## src/rtl/spi_arb_pkg.sv

```systemverilog
// spi_arb_pkg: shared types and constants for the SPI bus arbiter.
//   state_t      - arbiter sequencing states
//   cli_idx_t    - client index (flash, shift register, MPU)
//   next_client  - round-robin successor of a client index
package spi_arb_pkg;

   typedef enum logic [1:0] {
      IDLE,
      SETUP,
      XFER,
      HOLD
   } state_t;

   typedef logic [1:0] cli_idx_t;

   localparam int unsigned N_CLIENTS = 3;

   localparam cli_idx_t CLI_FLASH     = 2'd0;
   localparam cli_idx_t CLI_SHIFT_REG = 2'd1;
   localparam cli_idx_t CLI_MPU       = 2'd2;

   // Order flash -> shift_reg -> mpu -> flash.
   function automatic cli_idx_t next_client(input cli_idx_t c);
      return (c >= CLI_MPU) ? CLI_FLASH : cli_idx_t'(c + 2'd1);
   endfunction

endpackage

```

## src/rtl/spi_rr_pick.sv

```systemverilog
// spi_rr_pick: combinational round-robin selector.
//   req    in  N_CLIENTS  request vector
//   last   in  2          index of the most recently granted client
//   winner out N_CLIENTS  one-hot winner (all zero when no request)
//   idx    out 2          index of the winner (equals last when no request)
module spi_rr_pick
   import spi_arb_pkg::*;
(
   input  logic [N_CLIENTS-1:0] req,
   input  cli_idx_t             last,
   output logic [N_CLIENTS-1:0] winner,
   output cli_idx_t             idx
);

   cli_idx_t cand;
   logic     found;

   // Scan starting just after the last grant; the first requester found wins.
   always_comb begin
      winner = '0;
      idx    = last;
      found  = 1'b0;
      cand   = next_client(last);
      for (int k = 0; k < int'(N_CLIENTS); k++) begin
         if (!found && req[cand]) begin
            found       = 1'b1;
            idx         = cand;
            winner[cand] = 1'b1;
         end
         cand = next_client(cand);
      end
   end

endmodule

```

## src/rtl/spi_bus_arbiter.sv

```systemverilog
// spi_bus_arbiter: shares one SPI master engine among flash, shift register and MPU
// clients with round-robin arbitration, sequencing CS setup, transfer and CS hold.
//   clk_i, rst_i          clock, synchronous active-high reset
//   req_i/nrw_i [2:0]     per-client request level and direction (1 = write)
//   len_i [23:0]          per-client bit count, client k in [8k+7:8k]
//   grant_o, done_o [2:0] one-hot bus ownership, one-cycle completion pulse
//   err_o                 valid with done_o: bad length or timeout
//   rdata_o [15:0]        read data captured at the last completion
//   eng_*                 SPI engine launch/abort/length/direction and completion/data
//   cs_*_o                active-high chip selects, identical to grant_o
module spi_bus_arbiter
   import spi_arb_pkg::*;
#(
   parameter int unsigned CS_SETUP_CYC = 2,
   parameter int unsigned CS_HOLD_CYC  = 3,
   parameter int unsigned TIMEOUT_CYC  = 1024,
   parameter int unsigned MAX_BITS     = 16
) (
   input  logic        clk_i,
   input  logic        rst_i,
   input  logic [2:0]  req_i,
   input  logic [2:0]  nrw_i,
   input  logic [23:0] len_i,
   output logic [2:0]  grant_o,
   output logic [2:0]  done_o,
   output logic        err_o,
   output logic [15:0] rdata_o,
   output logic        eng_start_o,
   output logic        eng_abort_o,
   output logic [7:0]  eng_len_o,
   output logic        eng_nrw_o,
   input  logic        eng_done_i,
   input  logic [15:0] eng_rdata_i,
   output logic        cs_flash_o,
   output logic        cs_shift_reg_o,
   output logic        cs_mpu_o
);

   localparam int unsigned CNT_MAX = (CS_SETUP_CYC > CS_HOLD_CYC) ? CS_SETUP_CYC : CS_HOLD_CYC;
   localparam int unsigned CW      = $clog2(CNT_MAX + 1);
   localparam int unsigned TW      = $clog2(TIMEOUT_CYC + 1);

   localparam logic [CW-1:0] SETUP_LOAD = CW'(CS_SETUP_CYC - 1);
   localparam logic [CW-1:0] HOLD_LOAD  = CW'(CS_HOLD_CYC - 1);
   localparam logic [TW-1:0] TMO_LAST   = TW'(TIMEOUT_CYC - 1);
   localparam logic [7:0]    MAX_LEN    = 8'(MAX_BITS);

   state_t          state_q, state_d;
   logic [CW-1:0]   cnt_q, cnt_d;
   logic [TW-1:0]   tmo_q, tmo_d;
   cli_idx_t        last_q, last_d;
   cli_idx_t        win_q, win_d;
   logic [2:0]      grant_q, grant_d;
   logic [2:0]      done_q, done_d;
   logic            err_q, err_d;
   logic [15:0]     rdata_q, rdata_d;
   logic            start_q, start_d;
   logic            abort_q, abort_d;
   logic [7:0]      len_q, len_d;
   logic            nrw_q, nrw_d;

   logic [2:0]      pick_winner;
   cli_idx_t        pick_idx;
   logic [7:0]      sel_len;
   logic            len_ok;

   spi_rr_pick u_pick (
      .req    (req_i),
      .last   (last_q),
      .winner (pick_winner),
      .idx    (pick_idx)
   );

   always_comb begin
      case (pick_idx)
         CLI_SHIFT_REG: sel_len = len_i[15:8];
         CLI_MPU:       sel_len = len_i[23:16];
         default:       sel_len = len_i[7:0];
      endcase
   end

   assign len_ok = (sel_len != 8'd0) && (sel_len <= MAX_LEN);

   always_comb begin
      state_d = state_q;
      cnt_d   = cnt_q;
      tmo_d   = tmo_q;
      last_d  = last_q;
      win_d   = win_q;
      grant_d = grant_q;
      done_d  = 3'b000;
      err_d   = 1'b0;
      rdata_d = rdata_q;
      start_d = 1'b0;
      abort_d = 1'b0;
      len_d   = len_q;
      nrw_d   = nrw_q;

      unique case (state_q)
         IDLE: begin
            if (|req_i) begin
               win_d = pick_idx;
               len_d = sel_len;
               nrw_d = nrw_i[pick_idx];
               if (len_ok) begin
                  state_d = SETUP;
                  grant_d = pick_winner;
                  cnt_d   = SETUP_LOAD;
               end else begin
                  // Rejected without touching CS or the engine.
                  state_d = HOLD;
                  done_d  = pick_winner;
                  err_d   = 1'b1;
                  last_d  = pick_idx;
                  cnt_d   = HOLD_LOAD;
               end
            end
         end

         SETUP: begin
            if (cnt_q == '0) begin
               state_d = XFER;
               start_d = 1'b1;
               tmo_d   = '0;
            end else begin
               cnt_d = cnt_q - CW'(1);
            end
         end

         XFER: begin
            // Completion wins over a timeout expiring on the same cycle.
            if (eng_done_i) begin
               state_d = HOLD;
               rdata_d = eng_rdata_i;
               done_d  = grant_q;
               grant_d = 3'b000;
               last_d  = win_q;
               cnt_d   = HOLD_LOAD;
            end else if (tmo_q == TMO_LAST) begin
               state_d = HOLD;
               rdata_d = 16'h0000;
               abort_d = 1'b1;
               err_d   = 1'b1;
               done_d  = grant_q;
               grant_d = 3'b000;
               last_d  = win_q;
               cnt_d   = HOLD_LOAD;
            end else begin
               tmo_d = tmo_q + TW'(1);
            end
         end

         HOLD: begin
            if (cnt_q == '0) begin
               state_d = IDLE;
            end else begin
               cnt_d = cnt_q - CW'(1);
            end
         end

         default: state_d = IDLE;
      endcase
   end

   always_ff @(posedge clk_i) begin
      if (rst_i) begin
         state_q <= IDLE;
         cnt_q   <= '0;
         tmo_q   <= '0;
         last_q  <= CLI_MPU;  // flash is next, so it has top priority
         win_q   <= CLI_FLASH;
         grant_q <= 3'b000;
         done_q  <= 3'b000;
         err_q   <= 1'b0;
         rdata_q <= 16'h0000;
         start_q <= 1'b0;
         abort_q <= 1'b0;
         len_q   <= 8'h00;
         nrw_q   <= 1'b0;
      end else begin
         state_q <= state_d;
         cnt_q   <= cnt_d;
         tmo_q   <= tmo_d;
         last_q  <= last_d;
         win_q   <= win_d;
         grant_q <= grant_d;
         done_q  <= done_d;
         err_q   <= err_d;
         rdata_q <= rdata_d;
         start_q <= start_d;
         abort_q <= abort_d;
         len_q   <= len_d;
         nrw_q   <= nrw_d;
      end
   end

   assign grant_o        = grant_q;
   assign done_o         = done_q;
   assign err_o          = err_q;
   assign rdata_o        = rdata_q;
   assign eng_start_o    = start_q;
   assign eng_abort_o    = abort_q;
   assign eng_len_o      = len_q;
   assign eng_nrw_o      = nrw_q;
   assign cs_flash_o     = grant_q[CLI_FLASH];
   assign cs_shift_reg_o = grant_q[CLI_SHIFT_REG];
   assign cs_mpu_o       = grant_q[CLI_MPU];

endmodule

```

## config.mk

```make
export PLATFORM = sky130hd
export DESIGN_NAME = spi_bus_arbiter
export DESIGN_NICKNAME = d
export VERILOG_FILES = /design/src/rtl/spi_arb_pkg.sv /design/src/rtl/spi_rr_pick.sv /design/src/rtl/spi_bus_arbiter.sv
export SDC_FILE = /design/constraint.sdc
export NUM_CORES = 1
export LEC_CHECK = 0
export ABC_AREA = 1
export ABC_CLOCK_PERIOD_IN_PS = 3040
export CAP_MARGIN = 20
export CORE_UTILIZATION = 43
export DETAILED_ROUTE_END_ITERATION = 16
export PLACE_DENSITY = 0.8
export REMOVE_ABC_BUFFERS = 1
export SLEW_MARGIN = 40
export SYNTH_ARGS = -nofsm -noshare
export SYNTH_HDL_FRONTEND = slang
export SYNTH_HIERARCHICAL = 1
export SYNTH_SLANG_ARGS = --single-unit
```

## constraint.sdc

```tcl
create_clock -name clk_i -period 3.04 [get_ports clk_i]
set_clock_uncertainty 0.2 [all_clocks]
set_input_delay 0.76 -clock clk_i [delete_from_list [all_inputs] [get_ports clk_i]]
set_output_delay 0.76 -clock clk_i [all_outputs]
set_load 0.01 [all_outputs]
```

==> qor.csv <==
metric,value,unit
slowest_stage,ha_4,
synth_cells,410,
arrival,3.03,ns
rows,29,
clock_latency,0.30,ns
synth-compound-area-share,14.3,%
final_max_slew_viol_count,0,
required,3.09,ns
total_leakage_power,0.00174,µW
wire_per_inst,13.1,µm
grt_usage,21.0,%
hold_buffers,0,
portBuffers,85,
cts.clk_slew.worst_paths,0.09,ns
synth-simple-area-share,36.1,%
tns,0,ns
clockBufferDepth,2,
initial_utilization,45.0,%
grt_max_degree,30,
nets,571,
cap_viol_max_count,0,
synth.area.top_cells,"dfxtp_1, nand2_1, a21oi_1",
fp.dieW,83.8,µm
min_period_over_period,98.1,%
synth_top_area_share,36.9,%
gp_congestion,0.895,
p_per_area,1020,nW/µm²
dpl.cell_count,573,
synth_top_family_by_area,simple AND/OR/NAND/NOR gates,
via_count,3087,
holdWs,0.265,ns
via_per_inst,5.21,
stdcell_count,592,
synth_fa_ha_area_share,3.48,%
die_h,83.8,µm
critPathCapture,grant_o[1],
dp_hpwl,5330,µm
grt_pass1_vias,2805,
r2r-start,last_q[1],
cts_buffers,5,
antenna_cells,0,
drt_iter0_drc,247,
ant_nets,0,
dieArea,7010,µm²
synthMuxAreaShare,0,%
synth-seq-cells,53,
cp-startpoint,req_i[0],
syn_area_per_cell,7.01,µm²
slew-limit-headroom,53.6,%
place_area,3850,µm²
wl,7770,µm
io_pins,86,
r2r_slack,0.08,ns
ys_types,39,
syn2layout_area_growth,47.6,%
cts_root_buf,clkbuf_8,
yosysTopAreaCell,dfxtp_1,
htreeDepth,2,
cpPeakStageDelay,0.21,ns
hold_class,flop to flop,
crit_type,input pin to flop,
finalCriticalPeriod,2.98,ns
worstHoldStart,rdata_o[3],
fin_util,66.4,%
path_max_fanout,8,
worstReg2RegEnd,grant_o[1],
drive_above_1_share,20.4,%
cts_tree,done,
max_freq,0.335,GHz
critical_path.most_common_cell,nand2_2,
grt_remaining_overflow,0,
yosysSeqAreaShare,36.9,%
endpoint_kind,flop,
worst_pin_slew,0.695,ns
hold_violations,0,
r2r_cells,26,
antenna_found_initial,0,
finalSetupViolations,0,
syn_area,2870,µm²
rsz0062_at_grt,true,
grt_pass1_wl,12300,µm
hold_depth,2,
fin_area,4240,µm²
worst_setup_path_start_kind,input pin,
cts.sinks,53,
num-fill-cells,506,
status,completed,
vdd_drop_max,786,µV
dr.pass1.iters,5,
synth-xor-area-share,0.609,%
yosysWarningCount,6,
core-area,6390,µm²
drc,0,
worst max-delay path: cells and delay by family:
kind          cells  cell delay [ns]
fa+ha+maj         1             0.21
buf+inv           6             0.55
simple gates     19             1.50
where the power goes:
| part | switching [µW] | internal (µW) | total, µW |
|---|---|---|---|
| combinational | 1530 | 1310 | 2850 |
| sequential | 134 | 866 | 1000 |
| clock | 229 | 268 | 497 |
| total | 1890 | 2450 | 4340 |
stage by stage:
step           worst slack, ns  power, µW
5_1_grt                 -0.114       4670
3_3_place_gp            -0.624       3210
3_5_place_dp            -0.782       3260
6_report                0.0580       4340
4_1_cts                0.00371       3920
2_1_floorplan          -0.0164       2380
synthesized netlist by cell type, drive strengths merged:
master,n
o21bai,3
nand3,34
o31ai,1
or2,7
o211a,1
dfxtp,53
ha,8
a21oi,49
inv,37
nor2,34
xnor2,1
nor4,1
buf,10
a31oi,1
nand4,6
o2bb2ai,1
nor3,1
o21ai,20
xor2,1
clkbuf,7
nor3b,2
nand2,129
nand3b,2
o211ai,1
placed cells by master (no fill, tap or decap), drive strengths merged, types with 2 or more instances in the layout:
cell	n
ha	8
or2	7
a21oi	49
nor2	34
nand3	34
inv	37
nor3b	2
buf	32
dfxtp	53
clkdlybuf4s50	82
nand4	6
o21ai	20
o21bai	3
clkbuf	6
nand3b	2
nand2	129
worst min path at each step:
stage                       end
global route         rdata_o[3]
floorplan             tmo_q[10]
global placement      tmo_q[10]
CTS                 rdata_o[10]
finish               rdata_o[3]
detailed placement  rdata_o[10]
state kept, by name, indices dropped and copies added (netlist names):
| name | cells |
|---|---|
| eng_abort_o | 1 |
| eng_len_o | 8 |
| grant_o | 3 |
| win_q | 2 |
| cnt_q | 2 |
| tmo_q | 11 |
| rdata_o | 16 |
| last_q | 2 |
| state_q | 2 |
| eng_nrw_o | 1 |
| done_o | 3 |
| eng_start_o | 1 |
| err_o | 1 |
what timing repair did:
| item | CTS | global route |
|---|---|---|
| pin swaps | 12 | 26 |
| hold endpoints to repair | 0 | 0 |
| endpoints found under the setup margin | 12 | 12 |
| gates resized for setup | 31 | 40 |
| cloned | 0 | 0 |
| setup buffers | 0 | 11 |
area by class of cell:
type	count	area (µm²)	area share [%]
Multi-Input combinational cell	303	1710	40.4
Sequential cell	53	1070	25.2
Timing Repair Buffer	114	1090	25.6
Inverter	37	156	3.69
Clock inverter	2	37.5	0.885
Tap cell	77	96.3	2.27
Clock buffer	6	82.6	1.95
logic make-up (layout without fill, tap and decap cells):
kind of cell	after synthesis	after routing
compound gates	77	77
xor+xnor	2	2
fa+ha+maj	8	8
buf+inv	54	159
flops	53	53
simple gates	216	216
layer usage:
layer  up-vias  wire, µm  track usage, %
li1       1538         -               -
met1      1420      3370            25.8
met2       101      3890            37.1
met3        28       293            4.06
met4         0       217            6.32
met5         -         0               0
Note: power is estimated with default switching activity, not from simulation.
==> RTL edit: new RTL, same flow settings <==
Register the output `err_o` once more; this adds one clock of latency there. The other outputs are not delayed to match.
--- a/src/rtl/spi_bus_arbiter.sv
+++ b/src/rtl/spi_bus_arbiter.sv
@@ -196,7 +196,9 @@
 
    assign grant_o        = grant_q;
    assign done_o         = done_q;
-   assign err_o          = err_q;
+   always_ff @(posedge clk_i) begin
+      err_o <= err_q;
+   end
    assign rdata_o        = rdata_q;
    assign eng_start_o    = start_q;
    assign eng_abort_o    = abort_q;
Function: changed (Yosys sat finds a counterexample within 4 cycles, from zero or initial values and one cycle with rst_i high).
==> RTL edit against the unedited design <==
- the run now ends with design-rule violations left
- power decreased by 4.0%
- global-route usage increased by 0.15 points
- worst setup slack improved by 34 ps
- critical path depth decreased by 3
- non-clock buffer count decreased by 5
- sequential cell count increased by 1
- final cell count decreased by 0.51%
- cell area decreased by 1.1%
- worst hold slack got worse by 110 ps
- routed wire length decreased by 2.0%
- area after synthesis increased by 0.70%
- critical path type unchanged
- largest cell class unchanged
- largest power group unchanged
- highest routed layer unchanged
==> RTL edit: results (changes against the unedited design) <==
| Metric | Value |
|---|---|
| Top post-synthesis cells by count | `118 x nand2_1, 54 x dfxtp_1, 48 x a21oi_1 (was 118 x nand2_1, 53 x dfxtp_1, 48 x a21oi_1)` |
| Met1 usage | `24.7% (was 25.8%)` |
| Seq cells | `54 (was 53)` |
| HP Start | `err_q (was rdata_o[3])` |
| First-pass GRT wire length | `12200 microns (was 12300 microns)` |
| Register area | `0.00109 sq mm (was 0.00107 sq mm)` |
| Top cells by area, synth | `dfxtp_1 37%, nand2_1 15%, a21oi_1 8.3% (was dfxtp_1 37%, nand2_1 15%, a21oi_1 8.4%)` |
| Register area share after synthesis | `37.4% (was 36.9%)` |
| Outcome | `complete, but fails checks (was finished, final reports clean)` |
| Total via count in the routed design | `2991 (was 3087)` |
| Leakage | `0.00173 uW (was 0.00174 uW)` |
| GR Util All Layers | `21.2% (was 21.0%)` |
| Grt met2 use | `37.9% (was 37.1%)` |
| Met3 WL post-DR | `306 microns (was 293 microns)` |
| Placed cells | `575 (was 573)` |
| Int Pwr | `2290 uW (was 2450 uW)` |
| Reg2reg path depth | `24 (was 26)` |
| Max-slew headroom | `49.0% (was 53.6%)` |
| Max VDD drop | `0.000751 V (was 0.000786 V)` |
| Hold Path End | `err_o (was rdata_o[3])` |
| Via-per-instance ratio | `5.08 (was 5.21)` |
| Logic inverters | `38 (was 37)` |
| Adder-cell area share of the yosys netlist | `3.46% (was 3.48%)` |
| # DRC | `3 (was 0)` |
| Met3 Resource Use GR | `4.35% (was 4.06%)` |
| Hold path depth | `0 (was 2)` |
| Met2 WL post-DR | `3980 microns (was 3890 microns)` |
| Synth Area in Compound Gates | `14.2% (was 14.3%)` |
| Non-clk bufs | `109 (was 114)` |
| Placer Congestion | `0.914 (was 0.895)` |
| Fraction of area in clock buffers and inverters | `2.27% (was 2.83%)` |
| Failing checks | `design-rule violations` |
| Cells after synthesis | `411 (was 410)` |
| Post-cts repair resize count | `23 (was 31)` |
==> RTL edit: how the worst max path moves through the flow <==
| stage | slack (ps) | cells after the start | end |
|---|---|---|---|
| 6_report | 90 | 23 | grant_o[1] |
| 5_1_grt | -90 | 24 | grant_o[1] |
| 4_1_cts | 8 | 23 | grant_o[1] |
| 3_5_place_dp | -730 | 21 | grant_o[1] |
| 3_3_place_gp | -620 | 21 | grant_o[1] |
| 2_1_floorplan | -20 | 20 | grant_o[1] |
==> RTL edit: stage by stage <==
| stage | instance area, sq um | power [uW] | setup WS [ps] | setup TNS, ps |
|---|---|---|---|---|
| after floorplan | 2790 | 2400 | -16.4 | -23.2 |
| after global placement | 3880 | 3250 | -616 | -7680 |
| after detailed placement | 3880 | 3310 | -729 | -9540 |
| after CTS | 4030 | 3850 | 7.94 | 0 |
| after global routing | 4200 | 4500 | -85.5 | -150 |
| final | 4200 | 4170 | 92.1 | 0 |
